**config.mk**
```make
export PLATFORM = sky130hd
export DESIGN_NAME = instr_decode_stage
export DESIGN_NICKNAME = d
export VERILOG_FILES = /design/src/rtl/instr_decode_pkg.sv /design/src/rtl/instr_field_decode.sv /design/src/rtl/instr_decode_stage.sv
export SDC_FILE = /design/constraint.sdc
export NUM_CORES = 1
export LEC_CHECK = 0
export CAP_MARGIN = 20
export CORE_MARGIN = 1.5
export CORE_UTILIZATION = 25
export DETAILED_ROUTE_END_ITERATION = 10
export MAX_ROUTING_LAYER = met4
export SLEW_MARGIN = 20
export SYNTH_ARGS = -nofsm -noshare
export SYNTH_HDL_FRONTEND = slang
export SYNTH_SLANG_ARGS = --single-unit
export TNS_END_PERCENT = 1
```
**constraint.sdc**
```tcl
create_clock -name clk -period 41.8 [get_ports clk]
set_clock_uncertainty 0.05 [all_clocks]
set_input_delay 8.36 -clock clk [delete_from_list [all_inputs] [get_ports clk]]
set_output_delay 8.36 -clock clk [all_outputs]
set_load 0.02 [all_outputs]
```
**src/rtl/instr_decode_pkg.sv**
```systemverilog
// -----------------------------------------------------------------------------
// instr_decode_pkg
// Shared definitions for the LEGv8 instruction-decode stage: opcode constants,
// the instruction-format code and the decoded control struct that travels
// through the stage's buffer registers alongside the immediate and PC.
// -----------------------------------------------------------------------------
package instr_decode_pkg;

  // 11-bit opcodes in instr[31:21]
  localparam logic [10:0] OP_ADD  = 11'h458;
  localparam logic [10:0] OP_SUB  = 11'h658;
  localparam logic [10:0] OP_AND  = 11'h450;
  localparam logic [10:0] OP_ORR  = 11'h550;
  localparam logic [10:0] OP_LDUR = 11'h7C2;
  localparam logic [10:0] OP_STUR = 11'h7C0;

  // 8-bit opcodes in instr[31:24]
  localparam logic [7:0]  OP_CBZ  = 8'hB4;
  localparam logic [7:0]  OP_CBNZ = 8'hB5;

  // 6-bit opcode in instr[31:26]
  localparam logic [5:0]  OP_B    = 6'h05;

  // 9-bit opcode in instr[31:23]
  localparam logic [8:0]  OP_MOVK = 9'h1E5;

  typedef enum logic [2:0] {
    FMT_R   = 3'd0,
    FMT_D   = 3'd1,
    FMT_CB  = 3'd2,
    FMT_B   = 3'd3,
    FMT_IW  = 3'd4,
    FMT_ILL = 3'd7
  } fmt_e;

  // Everything about a decoded instruction except the DATA_W-wide immediate
  // and PC, which depend on the stage parameter and are carried separately.
  typedef struct packed {
    logic [4:0] rs1;
    logic [4:0] rs2;
    logic [4:0] rd;
    logic       we;
    fmt_e       fmt;
    logic [1:0] hw;
    logic       illegal;
  } dec_ctrl_t;

  function automatic logic is_r_op(input logic [10:0] op);
    return (op == OP_ADD) || (op == OP_SUB) || (op == OP_AND) || (op == OP_ORR);
  endfunction

endpackage

```
**src/rtl/instr_field_decode.sv**
```systemverilog
// -----------------------------------------------------------------------------
// instr_field_decode
// Purely combinational LEGv8 field decoder. Classifies a 32-bit instruction
// as R, D (LDUR/STUR), CB, B, IW (MOVK) or illegal, in that match priority,
// and produces register selects, write enable and the extended immediate.
//
// Ports:
//   instr  in   32      instruction word
//   ctrl   out  struct  selects, write enable, format, MOVK hw, illegal flag
//   imm    out  DATA_W  sign- or zero-extended immediate
// -----------------------------------------------------------------------------
module instr_field_decode
  import instr_decode_pkg::*;
#(
  parameter int DATA_W = 64
) (
  input  logic [31:0]              instr,
  output dec_ctrl_t                ctrl,
  output logic signed [DATA_W-1:0] imm
);

  // Extension is by MSB replication only, never by arithmetic.
  function automatic logic signed [DATA_W-1:0] sext9(input logic [8:0] f);
    return {{(DATA_W-9){f[8]}}, f};
  endfunction

  function automatic logic signed [DATA_W-1:0] sext19(input logic [18:0] f);
    return {{(DATA_W-19){f[18]}}, f};
  endfunction

  function automatic logic signed [DATA_W-1:0] sext26(input logic [25:0] f);
    return {{(DATA_W-26){f[25]}}, f};
  endfunction

  function automatic logic signed [DATA_W-1:0] zext16(input logic [15:0] f);
    return {{(DATA_W-16){1'b0}}, f};
  endfunction

  always_comb begin
    ctrl         = '0;
    ctrl.fmt     = FMT_ILL;
    ctrl.illegal = 1'b1;
    imm          = '0;

    if (is_r_op(instr[31:21])) begin
      ctrl.fmt     = FMT_R;
      ctrl.illegal = 1'b0;
      ctrl.rs1     = instr[9:5];
      ctrl.rs2     = instr[20:16];
      ctrl.rd      = instr[4:0];
      ctrl.we      = 1'b1;
    end else if (instr[31:21] == OP_LDUR) begin
      ctrl.fmt     = FMT_D;
      ctrl.illegal = 1'b0;
      ctrl.rs1     = instr[9:5];
      ctrl.rd      = instr[4:0];
      ctrl.we      = 1'b1;
      imm          = sext9(instr[20:12]);
    end else if (instr[31:21] == OP_STUR) begin
      // Store data register (Rt) is read, not written, so it goes on rs2.
      ctrl.fmt     = FMT_D;
      ctrl.illegal = 1'b0;
      ctrl.rs1     = instr[9:5];
      ctrl.rs2     = instr[4:0];
      imm          = sext9(instr[20:12]);
    end else if ((instr[31:24] == OP_CBZ) || (instr[31:24] == OP_CBNZ)) begin
      ctrl.fmt     = FMT_CB;
      ctrl.illegal = 1'b0;
      ctrl.rs1     = instr[4:0];
      imm          = sext19(instr[23:5]);
    end else if (instr[31:26] == OP_B) begin
      ctrl.fmt     = FMT_B;
      ctrl.illegal = 1'b0;
      imm          = sext26(instr[25:0]);
    end else if (instr[31:23] == OP_MOVK) begin
      // MOVK keeps the other halfwords of Rd, so Rd is also a source.
      ctrl.fmt     = FMT_IW;
      ctrl.illegal = 1'b0;
      ctrl.rs1     = instr[4:0];
      ctrl.rd      = instr[4:0];
      ctrl.we      = 1'b1;
      ctrl.hw      = instr[22:21];
      imm          = zext16(instr[20:5]);
    end
  end

endmodule

```
**src/rtl/instr_decode_stage.sv**
```systemverilog
// -----------------------------------------------------------------------------
// instr_decode_stage
// Registered LEGv8 decode stage between fetch and register-file/ALU.
// Decodes combinationally ahead of the buffer, then holds the result in a
// main output register, optionally backed by a skid register so in_ready can
// be a flop. Counts emitted illegal instructions with a saturating counter.
//
// Ports:
//   clk, rst_n           clock (rising edge), asynchronous active-low reset
//   flush                drop all buffered entries and any same-cycle accept
//   in_valid/in_ready    upstream handshake; in_instr, in_pc payload
//   out_valid/out_ready  downstream handshake
//   out_rs1/rs2/rd/we    register-file selects and write enable
//   out_imm              extended immediate (DATA_W)
//   out_fmt/out_hw       format code, MOVK shift field
//   out_illegal          no opcode matched
//   out_pc               PC passthrough
//   illegal_cnt          saturating count of emitted illegal instructions
// -----------------------------------------------------------------------------
module instr_decode_stage
  import instr_decode_pkg::*;
#(
  parameter int DATA_W  = 64,
  parameter int SKID_EN = 1,
  parameter int CNT_W   = 16
) (
  input  logic              clk,
  input  logic              rst_n,
  input  logic              flush,
  input  logic              in_valid,
  output logic              in_ready,
  input  logic [31:0]       in_instr,
  input  logic [DATA_W-1:0] in_pc,
  output logic              out_valid,
  input  logic              out_ready,
  output logic [4:0]        out_rs1,
  output logic [4:0]        out_rs2,
  output logic [4:0]        out_rd,
  output logic              out_we,
  output logic [DATA_W-1:0] out_imm,
  output logic [2:0]        out_fmt,
  output logic [1:0]        out_hw,
  output logic              out_illegal,
  output logic [DATA_W-1:0] out_pc,
  output logic [CNT_W-1:0]  illegal_cnt
);

  function automatic logic [CNT_W-1:0] sat_inc(input logic [CNT_W-1:0] c);
    return (&c) ? c : c + CNT_W'(1);
  endfunction

  // ---- p0: combinational decode of the incoming instruction ----
  dec_ctrl_t                dec_ctrl_p0;
  logic signed [DATA_W-1:0] dec_imm_p0;

  instr_field_decode #(.DATA_W(DATA_W)) u_field_decode (
    .instr (in_instr),
    .ctrl  (dec_ctrl_p0),
    .imm   (dec_imm_p0)
  );

  // ---- p1: main output register and skid register ----
  logic                     vld_p1;
  dec_ctrl_t                ctrl_p1;
  logic signed [DATA_W-1:0] imm_p1;
  logic [DATA_W-1:0]        pc_p1;

  logic                     skid_vld_p1;
  dec_ctrl_t                skid_ctrl_p1;
  logic signed [DATA_W-1:0] skid_imm_p1;
  logic [DATA_W-1:0]        skid_pc_p1;

  logic ready_q;
  logic accept;
  logic emit;
  logic vld_next;
  logic skid_vld_next;
  logic load_main_new;
  logic load_main_skid;
  logic load_skid;

  // With the skid buffer, in_ready is registered; without it, the single
  // register may be refilled in the same cycle it is drained.
  assign in_ready = (SKID_EN != 0) ? ready_q : (!vld_p1 || out_ready);
  assign accept   = in_valid && in_ready && !flush;
  assign emit     = vld_p1 && out_ready;

  always_comb begin
    vld_next       = vld_p1;
    skid_vld_next  = skid_vld_p1;
    load_main_new  = 1'b0;
    load_main_skid = 1'b0;
    load_skid      = 1'b0;

    if (flush) begin
      vld_next      = 1'b0;
      skid_vld_next = 1'b0;
    end else if (!vld_p1) begin
      // The skid register is only ever occupied while main is, so an
      // empty main implies an empty skid.
      if (accept) begin
        vld_next      = 1'b1;
        load_main_new = 1'b1;
      end
    end else if (emit) begin
      if (skid_vld_p1) begin
        load_main_skid = 1'b1;
        skid_vld_next  = 1'b0;
      end else if (accept) begin
        load_main_new = 1'b1;
      end else begin
        vld_next = 1'b0;
      end
    end else if (accept) begin
      // Main is stalled: park the new entry. Only reachable with SKID_EN,
      // since the combinational in_ready is low in this state otherwise.
      skid_vld_next = 1'b1;
      load_skid     = 1'b1;
    end
  end

  always_ff @(posedge clk or negedge rst_n) begin
    if (!rst_n) begin
      vld_p1      <= 1'b0;
      skid_vld_p1 <= 1'b0;
      ready_q     <= 1'b1;
      illegal_cnt <= '0;
    end else begin
      vld_p1      <= vld_next;
      skid_vld_p1 <= skid_vld_next;
      ready_q     <= !skid_vld_next;
      if (emit && ctrl_p1.illegal) begin
        illegal_cnt <= sat_inc(illegal_cnt);
      end
    end
  end

  always_ff @(posedge clk) begin
    if (load_main_new) begin
      ctrl_p1 <= dec_ctrl_p0;
      imm_p1  <= dec_imm_p0;
      pc_p1   <= in_pc;
    end else if (load_main_skid) begin
      ctrl_p1 <= skid_ctrl_p1;
      imm_p1  <= skid_imm_p1;
      pc_p1   <= skid_pc_p1;
    end
    if (load_skid) begin
      skid_ctrl_p1 <= dec_ctrl_p0;
      skid_imm_p1  <= dec_imm_p0;
      skid_pc_p1   <= in_pc;
    end
  end

  // Payload registers are not reset; the outputs are forced to zero while
  // no entry is valid, which also gives all-zero outputs during reset.
  assign out_valid   = vld_p1;
  assign out_rs1     = vld_p1 ? ctrl_p1.rs1     : 5'd0;
  assign out_rs2     = vld_p1 ? ctrl_p1.rs2     : 5'd0;
  assign out_rd      = vld_p1 ? ctrl_p1.rd      : 5'd0;
  assign out_we      = vld_p1 ? ctrl_p1.we      : 1'b0;
  assign out_imm     = vld_p1 ? imm_p1          : '0;
  assign out_fmt     = vld_p1 ? ctrl_p1.fmt     : 3'd0;
  assign out_hw      = vld_p1 ? ctrl_p1.hw      : 2'd0;
  assign out_illegal = vld_p1 ? ctrl_p1.illegal : 1'b0;
  assign out_pc      = vld_p1 ? pc_p1           : '0;

endmodule

```
# ---- Yosys cells after proc, flatten, opt, wreduce, memory -nomap -nowiden
# Cells that the tools add are included.
dict set report totals {
  out_inout_bits 168
  register_bits 319
  input_bits 101
}
dict set report op_classes {
  reduce_logical 13
  n_eq_ne 10
  n_bitwise 1
  mux 67
  addsub 1
}
# cell n
set op_table {}
lappend op_table {{two-way mux 64 bit} 11}
lappend op_table {{== test 11 bit (second input constant)} 6}
lappend op_table {{two-way mux 5 bit} 10}
lappend op_table {{two-way mux 22 bit} 2}
lappend op_table {{two-way mux 1 bit} 27}
lappend op_table {{two-way mux 19 bit} 1}
lappend op_table {{two-way mux 6 bit} 3}
lappend op_table {{adder 16 x 1 -> 16 bit (second input constant)} 1}
lappend op_table {{== test 8 bit (second input constant)} 2}
lappend op_table {{two-way mux 16 bit} 1}
lappend op_table {{AND reduction 16 bit} 1}
lappend op_table {{two-way mux 12 bit} 1}
lappend op_table {{two-way mux 2 bit} 6}
lappend op_table {{two-way mux 3 bit} 4}
lappend op_table {{== test 9 bit (second input constant)} 1}
lappend op_table {{two-way mux 9 bit} 1}
lappend op_table {{== test 6 x 3 -> 1 bit (second input constant)} 1}
lappend op_table {{logical AND 1 bit} 4}
lappend op_table {{logical OR 1 bit} 4}
lappend op_table {{zero test 1 bit} 2}
lappend op_table {{AND reduction 2 bit} 1}
lappend op_table {{nonzero test 2 bit} 1}
lappend op_table {{inverter 1 bit} 1}

# ---- Longest topological paths before layout
# Gate-level depths: netlist (run 1).
dict set report logic_depth {
  ltp_word 8
  depth_mapped 7
}

# ---- Modules after synthesis
# Synthesis (run 1) repeated with hierarchy kept, for this count alone.
dict set report hier_totals {
  cells_unflattened 865
  area_unflattened_um2 13777.0
}
# module cells_per_inst n_inst area_each_um2 seq_area_each_um2
set by_module_without_submodules {}
lappend by_module_without_submodules {instr_decode_stage 714 1 12731.0 9485.3}
lappend by_module_without_submodules {instr_field_decode 151 1 1046.0 0.0}

# ---- Least setup slack after synthesis (run 1)
# OpenSTA, ideal clock, no wires.
dict set report synth_timing {
  path_type {input to register}
  start {input port in_valid}
  end {register skid_ctrl_p1[0] in the netlist's numbering, enable pin}
  n_path_buf 0
  arrival_ns 19.911
  setup_ns 0.898
  stages 2
  path_slack_ns 20.942
  path_cell_list {nand2_1 > nor4b_1}
}
dict set report synth_via {
  elab_chain_len 6
}
# element line_no
set synth_rtl {}
lappend synth_rtl {{from (decl)} instr_decode_stage.sv:30} ;# input logic in_valid,
lappend synth_rtl {{logical AND 1 bit (2 in series)} instr_decode_stage.sv:85} ;# assign accept = in_valid && in_ready && !flush;
lappend synth_rtl {{two-way mux 1 bit} instr_decode_stage.sv:114} ;# end else if (accept) begin
lappend synth_rtl {{two-way mux 1 bit} instr_decode_stage.sv:105} ;# end else if (emit) begin
lappend synth_rtl {{two-way mux 1 bit} instr_decode_stage.sv:98} ;# end else if (!vld_p1) begin
lappend synth_rtl {{two-way mux 1 bit} instr_decode_stage.sv:95} ;# if (flush) begin
lappend synth_rtl {{net load_skid} instr_decode_stage.sv:80} ;# logic load_skid;
lappend synth_rtl {{to (signal assigned)} instr_decode_stage.sv:149} ;# skid_ctrl_p1 <= dec_ctrl_p0;
lappend synth_rtl {{to (decl)} instr_decode_stage.sv:69} ;# dec_ctrl_t skid_ctrl_p1;
# The timed path passes the listed nets, and every way through them passes these cells.
# A chain may end at the register's enable or synchronous reset.

# ---- Worst setup path after layout (run 1)
dict set report layout_timing {
  start {input port in_instr[23]}
  end {register imm_p1[10] (data pin)}
}
dict set report layout_via {
  elab_chain_len 8
}
# element line_no
set layout_rtl {}
lappend layout_rtl {{from (decl)} instr_decode_stage.sv:32} ;# input logic [31:0] in_instr,
lappend layout_rtl {{== test 9 bit} instr_field_decode.sv:75} ;# end else if (instr[31:23] == OP_MOVK) begin
lappend layout_rtl {{two-way mux 16 bit} instr_field_decode.sv:75}
lappend layout_rtl {{two-way mux 64 bit} instr_field_decode.sv:71} ;# end else if (instr[31:26] == OP_B) begin
lappend layout_rtl {{two-way mux 64 bit} instr_field_decode.sv:66} ;# end else if ((instr[31:24] == OP_CBZ) || (instr[31:24] == OP_CBNZ)) begin
lappend layout_rtl {{two-way mux 64 bit} instr_field_decode.sv:59} ;# end else if (instr[31:21] == OP_STUR) begin
lappend layout_rtl {{two-way mux 64 bit} instr_field_decode.sv:52} ;# end else if (instr[31:21] == OP_LDUR) begin
lappend layout_rtl {{two-way mux 64 bit (*)} instr_field_decode.sv:45} ;# if (is_r_op(instr[31:21])) begin
lappend layout_rtl {{two-way mux 64 bit (*)} instr_decode_stage.sv:139} ;# if (load_main_new) begin
lappend layout_rtl {{to (signal assigned)} instr_decode_stage.sv:141} ;# imm_p1 <= dec_imm_p0;
lappend layout_rtl {{to (signal assigned)} instr_decode_stage.sv:145} ;# imm_p1 <= skid_imm_p1;
lappend layout_rtl {{to (decl)} instr_decode_stage.sv:65} ;# logic signed [DATA_W-1:0] imm_p1;
# Every way passes the cells marked *; elsewhere a longest branch is shown, timed or not.

==> impl_metrics.toml, run 1 <==
[outcome]
status = "finished clean"

[drt]
via_per_inst = 4.45
drc = 0
wire_per_inst_um = 17.8
wl_um = 31800
ant_nets = 0
topRoutingLayerUsed = "met4"
wl_met2_um = 14800
wl_met3_um = 2030
dr_total_vias = 7950
drt_iter0_drc = 646
drt_first_pass_iters = 6
wl_met1_um = 13900

[floorplanning]
fp.dieH_um = 214
die_area_um2 = 45800
rows = 77
core_region_area_um2 = 44100
initial_utilization_pct = 25.2
chipWidth_um = 214
io_pins = 269

[cts]
ctsResizeCount = 0
clock-sinks = 243
cts_buffers = 27
cts_tree = "built"
worst_skew_pair.late_latency_ns = 0.53
cts.reportedPaths.clkPinSlew_ns = 0.06
cts_hold_buf = 0
postCtsSetupBuffers = 0
cts_buffer_depth = 3
htreeDepth = 1
ctsRootBufferMaster = "clkbuf_16"

[yosys]
yosys-top-cells-count = "240 x nand2_1, 224 x edfxtp_1, 114 x and2_1"
synth_edf_count = 224
synth_cell_types = 51
yosysMostFrequentCell = "nand2_1"
synthArstFlopShare_pct = 7.82
syn_nets = 1068
ys_warn_count = 0
synth_cells = 966
syn_avg_cell_area_um2 = 11.5
ys.flop_type = "edfxtp_1"
netlist.area_leader.share_pct = 60.4
synth-seq-cells = 243
synth.top_cells.by_area = "edfxtp_1 60%, nand2_1 8.1%, and2_1 6.4%"
synth-seq-area-share_pct = 64.7
netlist_area_um2 = 11100
synth_top_area_cell = "edfxtp_1"

[worst_hold_path]
hp-class = "register to register"
worstHoldPathCells = 1
hp-start = "illegal_cnt[15]"
whs_endpoint = "illegal_cnt[15]"

[worst_setup_path]
start_kind = "primary input"
r2r_start = "out_valid"
endpoint_kind = "register"
ff2ff_setup_slack_ns = 38.10
startpoint = "in_instr[23]"
path_buf_inv = 1
required_ns = 41.97
worst_r2r_endpoint = "skid_ctrl_p1[4]"
path_max_fanout = 21
max_stage_delay_ns = 0.99
path_cells = "clkdlybuf4s50_1, or3b_1, nand4b_1, o211ai_1, a22oi_1"
crit_type = "primary input to register"
path_delay_family = "simple AND/OR/NAND/NOR gates"
crit_arrival_ns = 11.76
rr_worst_depth = 4
slowest_stage = "nand4b_1"

[grt]
grt_pass1_wl_um = 48400
grt_pass1_vias = 7902
antenna_found_initial = 2
grt_max_degree = 76
grt-ovfl-total = 0
gr-usage-all-layers_pct = 13.8

[timing]
fmax_mhz = 86.3
report.final.setup_viol = 0
rsz0062_at_grt = "false"
post-route-period-util_pct = 27.7
slew_headroom_pct = 25.8
finalHoldViolations = 0
finalMaxSlewViolations = 0
whs_ns = 0.440
tns_ns = 0
worst_pin_slew_ns = 1.11
period_minus_slack_ns = 11.59
fin_ws_ns = 30.21

[pwr]
p_leak_nw = 5.46
p_per_area_nw_per_um2 = 39.7
ir_worst_vdd_uv = 24.3

[placed_design]
hpwl_um = 20900
dp_slack_ns = 29.80
place_area_um2 = 14100
dp_cells = 1738
io_buffers = 268
gp_congestion = 0.799

[cells_and_area]
final_nets = 1278
finalNonFillerCells = 1788
areaGrowthSynthToFinish_pct = 35.2
fillers = 4411
drive_above_1_share_pct = 6.53
final_area_um2 = 15000

[job]
cap_violations = 0
-- flip-flops by register name (all words and copies together), names as in the netlist --
signal / flops
pc_p1: 64
skid_pc_p1: 64
imm_p1: 26
skid_imm_p1: 26
ctrl_p1: 22
skid_ctrl_p1: 22
illegal_cnt: 16
in_ready: 1
out_valid: 1
skid_vld_p1: 1
-- per-layer routing --
layer / vias up / GRT usage, %
li1: 3803 / -
met3: 58 / 3.09
met1: 3823 / 17.3
met2: 266 / 21.9
met5: - / -
met4: 0 / 4.85
-- report_power, final --
part	internal, mW	total (mW)	leakage [nW]	switching (mW)
clock network	0.139	0.235	0.434	0.0963
registers	0.278	0.283	2.24	0.00563
logic	0.0352	0.0787	2.79	0.0435
-- worst max path at each step --
stage / slack (ns) / cells after the start / to
finish: 30.21 / 5 / imm_p1[10]
global route: 30.11 / 5 / imm_p1[9]
CTS: 30.28 / 2 / out_imm[40]
detailed placement: 29.80 / 5 / imm_p1[10]
global placement: 29.89 / 5 / imm_p1[14]
floorplan: 20.94 / 2 / skid_ctrl_p1[0]
-- stage by stage --
step           utilization (%)  total power, mW
3_5_place_dp              32.1            0.368
6_report                  34.1            0.597
5_1_grt                   34.1            0.621
2_1_floorplan                -            0.328
4_1_cts                   34.0            0.606
3_3_place_gp              32.1            0.367
-- cells in the final DEF, fill, tap and decap left out, types with 3 or more instances in the layout --
master and instances:
and2_1 113, clkdlybuf4s50_1 268, clkbuf_16 27, dfrtp_1 17, clkbuf_1 5, nand3_1 5
a31oi_1 8, xor2_1 10, a22o_1 7, mux2i_1 6, inv_1 12, o211ai_1 14
edfxtp_1 224, mux2_2 9, a21boi_0 6, xnor2_1 3, nor3_1 17, a21oi_1 34
o31ai_1 5, clkbuf_8 5, a221oi_1 23, clkinv_2 8, nor2_1 33, buf_4 11
o21ai_0 22, nand4_1 15, nand2_1 239, a22oi_1 8
-- kinds of logic after synthesis --
group,count (synthesis),synth area share (%)
buffers and inverters,111,5.24
AO/OA/AOI/OAI,134,8.19
flip-flops,243,64.7
XOR/XNOR,13,1.02
AND/OR/NAND/NOR,449,19.3
adder cells (fa/ha/maj),1,0.112
multiplexers,15,1.45
-- area by class of cell --
class	count	area (um^2)	share of cell area, %
antenna	2	5.00	0.0333
clock buffer	37	763	5.07
clock inverter	10	100	0.665
inverter	12	45.0	0.299
multi-input combinational	612	3390	22.6
sequential	243	7210	47.9
tap	592	741	4.92
timing repair buffer	280	2790	18.6
Note: power is estimated with default switching activity, not from simulation.
==> run 2: changes to the inputs <==
Clock period 41.8 ns to 11.8 ns, I/O delays scaled along.
==> impl_metrics.toml, run 2 (synthesis results as in run 1) <==
[outcome]
status = "finished clean"

[grt]
antenna_found_initial = 0
grt-ovfl-total = 0
gr-usage-all-layers_pct = 13.8
grt_pass1_wl_um = 48400
grt_max_degree = 78
grt_pass1_vias = 7974

[cts]
cts_buffer_depth = 3
ctsResizeCount = 0
cts_buffers = 27
cts.reportedPaths.clkPinSlew_ns = 0.06
postCtsSetupBuffers = 0
cts_hold_buf = 0
worst_skew_pair.late_latency_ns = 0.54
htreeDepth = 1
cts_tree = "built"
ctsRootBufferMaster = "clkbuf_16"
clock-sinks = 243

[worst_setup_path]
ff2ff_setup_slack_ns = 8.27
required_ns = 9.39
rr_worst_depth = 5
r2r_start = "out_valid"
worst_r2r_endpoint = "pc_p1[41]"
start_kind = "register"
endpoint_kind = "output port"
path_max_fanout = 65
crit_type = "register to output port"
crit_arrival_ns = 2.82

[timing]
slew_headroom_pct = 28.7
finalHoldViolations = 0
period_minus_slack_ns = 5.23
worst_pin_slew_ns = 1.06
fin_ws_ns = 6.57
fmax_mhz = 191
rsz0062_at_grt = "false"
report.final.setup_viol = 0
tns_ns = 0
finalMaxSlewViolations = 0
post-route-period-util_pct = 44.3

[pwr]
ir_worst_vdd_uv = 86.3
p_leak_nw = 5.48
total_power_mw = 2.18
p_per_area_nw_per_um2 = 144

[placed_design]
gp_congestion = 0.796
hpwl_um = 21100
dp_slack_ns = 5.99
io_buffers = 268

[drt]
via_per_inst = 4.45
wl_um = 31700
drc = 0
drt_iter0_drc = 679
dr_total_vias = 7974
drt_first_pass_iters = 5
ant_nets = 0
wire_per_inst_um = 17.7

[floorplanning]
initial_utilization_pct = 25.2
die_area_um2 = 45800
io_pins = 269
chipWidth_um = 214
fp.dieH_um = 214
core_region_area_um2 = 44100
rows = 77

[worst_hold_path]
whs_endpoint = "pc_p1[23]"
worstHoldPathCells = 2
hp-start = "skid_pc_p1[23]"
hp-class = "register to register"

[cells_and_area]
final_common_cell = "clkdlybuf4s50_1"
top_regs = "pc_p1: 64 flops, skid_pc_p1: 64 flops"
drive_above_1_share_pct = 6.33
final_nets = 1281
most-common-layout-cells = "268 x clkdlybuf4s50_1, 239 x nand2_1, 224 x edfxtp_1"
diodes = 0
fin_util_pct = 34.3
areaGrowthSynthToFinish_pct = 35.8

[job]
cap_violations = 0
[run 2: cell types whose count changed in the layout (fill, tap and decap cells not counted), moves of 2 or more]
cell,change
diode_2,-2
clkinv_2,-5
clkinv_1,+6
buf_4,+3
clkbuf_8,-5
bufinv_16,+4
[run 2: metrics by stage]
stage	hold WS [ns]	cells	area (um^2)
floorplan	0.439	966	11100
global placement	0.445	1741	14200
detailed placement	0.451	1741	14200
CTS	0.463	1791	15100
global route	0.486	1792	15100
finish	0.462	1792	15100
[run 2: worst max-delay path, cell delays in order (launching register included)]
cell and delay (ns):
dfrtp_4 0.73, buf_4 0.57, and2_1 0.23, clkdlybuf4s50_1 0.65
[run 2: cell type report]
class	count	area, um^2
well taps	592	741
repair buffers	283	2810
flip-flops and latches	243	7210
fillers	4436	29000
clock buffers	33	698
multi-input cells	612	3390
clock inverters	17	234
inverters	12	45.0
[run 2: worst max path at each step]
stage / endpoint / start / depth (start not counted)
final: out_rd[1] / out_valid / 3
after global routing: out_imm[11] / out_valid / 3
after CTS: out_imm[54] / out_valid / 2
after detailed placement: pc_p1[36] / out_ready / 5
after global placement: pc_p1[34] / out_ready / 5
after floorplan: skid_ctrl_p1[0] / out_ready / 1
[run 2: per-layer routing]
layer	global-route usage (%)	wire, um	part of all wire [%]	up-vias
met4	4.26	801	2.5	0
met5	-	0	0	-
met1	17.4	13800	44	3858
met2	22.2	15100	47	255
li1	-	-	-	3809
met3	2.77	2000	6.3	52
[run 2: power breakdown]
| group | internal (mW) | leakage [nW] | switching, mW | total (mW) |
|---|---|---|---|---|
| clock | 0.550 | 0.450 | 0.349 | 0.899 |
| sequential | 0.984 | 2.24 | 0.0211 | 1.00 |
| combinational | 0.125 | 2.80 | 0.155 | 0.280 |
| total | 1.66 | 5.48 | 0.525 | 2.18 |
==> RTL change, RTL diff (flow settings as in run 1) <==
The parameter `SKID_EN` goes from 1 to 0.
--- a/src/rtl/instr_decode_stage.sv
+++ b/src/rtl/instr_decode_stage.sv
@@ -21,7 +21,7 @@
   import instr_decode_pkg::*;
 #(
   parameter int DATA_W  = 64,
-  parameter int SKID_EN = 1,
+  parameter int SKID_EN = 0,
   parameter int CNT_W   = 16
 ) (
   input  logic              clk,
Check against the original RTL: not equivalent (a bounded check fails within 4 cycles, from zero or initial values and one cycle with rst_n low).
==> RTL change against run 1 <==
Die area fell by 2.5%. Setup slack got worse by 6.5 ns. Register-to-register slack improved by 0.12 ns. Power rose by 2.5%. Critical path depth fell by 2. Routed wire length fell by 15%. Sequential power rose by 3%. Sequential cell count fell by 1. Synthesized area fell by 2.6%. Design area rose by 1.1%. Highest routed layer unchanged.
==> RTL change: results (changes against run 1) <==
Status
  • Status: completed (unchanged)

Routing
  • DR WL met3: 2330 µm (was 2030 µm)
  • Via/cell ratio: 4.16 (was 4.45)
  • Met2 Wirelength: 13100 µm (was 14800 µm)
  • WL per Instance: 15.9 µm (was 17.8 µm)
  • DR iter-0 viols: 433 (was 646)

Logic synthesis
  • Commonest cells in the synthesized netlist: edfxtp_1 (224), and2_1 (119), mux2_2 (83), nor2_1 (44), nand2_1 (43) (was nand2_1 (240), edfxtp_1 (224), and2_1 (114), clkbuf_1 (51), buf_4 (39))
  • Sequential fraction of the synthesis area: 0.662 (was 0.647)
  • Unique masters post-synth: 58 (was 51)
  • Largest cells by area after synthesis: edfxtp_1 (62%), mux2_2 (8.6%), and2_1 (6.9%), dfrtp_1 (4.2%), buf_4 (2.7%) (was edfxtp_1 (60%), nand2_1 (8.1%), and2_1 (6.4%), dfrtp_1 (4.0%), buf_4 (2.6%))
  • Ys async rst share: 0.0744 (was 0.0782)
  • FF+latch count, synth: 242 (was 243)
  • Mapped Cells: 762 (was 966)

CTS
  • CTS buffer count: 29 (was 27)
  • Worst-skew pair later-pin latency: 0.55 ns (was 0.53 ns)

GRT
  • Met1 usage: 0.150 (was 0.173)
  • GR Layer Usage met3: 0.0288 (was 0.0309)
  • First-pass GRT wire length: 41300 µm (was 48400 µm)
  • Tot GR Track Use: 0.123 (was 0.138)

Worst setup path
  • R2R cell count: 7 (was 4)
  • CP Max Fanout: 5 (was 21)
  • Top delay family on crit path: buffers and inverters (was simple AND/OR/NAND/NOR gates)
  • Critical path's largest stage delay: 0.61 ns (was 0.99 ns)
  • Worst Setup SP: out_ready (was in_instr[23])
  • R2R Setup Slk: 38.22 ns (was 38.10 ns)
  • Worst R2R End: ctrl_p1[11]$_DFFE_PP_ (was skid_ctrl_p1[4]$_DFFE_PP_)
  • Critical Path Sink: in_ready (was imm_p1[10]$_DFFE_PP_)
  • Slowest CP cell: clkdlybuf4s50_1 (was nand4b_1)

Finish
  • Invs w/o clock: 4 (was 12)
  • Clock buf count: 39 (was 37)
  • N_diodes: 0 (was 2)
  • Area of the multi-input gates: 3630 µm² (was 3390 µm²)
  • Clock buf/inv share: 0.0607 (was 0.0574)
  • Layout cells sized above 1: 0.134 (was 0.0653)
  • # nets final: 1205 (was 1278)

Pwr
  • Switching component of the power: 141 µW (was 145 µW)
  • Worst VDD drop: 23.7 µV (was 24.3 µV)

Placed design
  • Hpwl dp: 18500 µm (was 20900 µm)
  • Placer congestion estimate: 0.859 (was 0.799)
  • Place WS: 23.71 ns (was 29.80 ns)

STA
  • Fmax: 55.3 MHz (was 86.3 MHz)
## RTL change: changes by cell type in the layout (fill, tap and decap cells not counted), moves of 11 or more
cell and change:
conb_1 +112, a21oi_1 -20, o211ai_1 -13, o21ai_0 -13, a221oi_1 -13, mux2_2 +74, nor2_1 +11, nand4_1 -13
nand2_1 -196, nor3_1 -12
## RTL change: kinds of logic after synthesis
family	share of synthesized area
flip-flops	0.662
other	0.000346
adder cells (fa/ha/maj)	0.00115
multiplexers	0.0908
XOR/XNOR	0.0113
AND/OR/NAND/NOR	0.132
buffers and inverters	0.0441
AO/OA/AOI/OAI	0.0588
## RTL change: power groups by stage
stage | clock network [mW] | registers, mW | logic, mW
finish | 0.249 | 0.291 | 0.0722
global route | 0.268 | 0.292 | 0.0783
CTS | 0.260 | 0.291 | 0.0734
detailed placement | 0 | 0.296 | 0.0731
global placement | 0 | 0.295 | 0.0720
floorplan | 0 | 0.296 | 0.0365
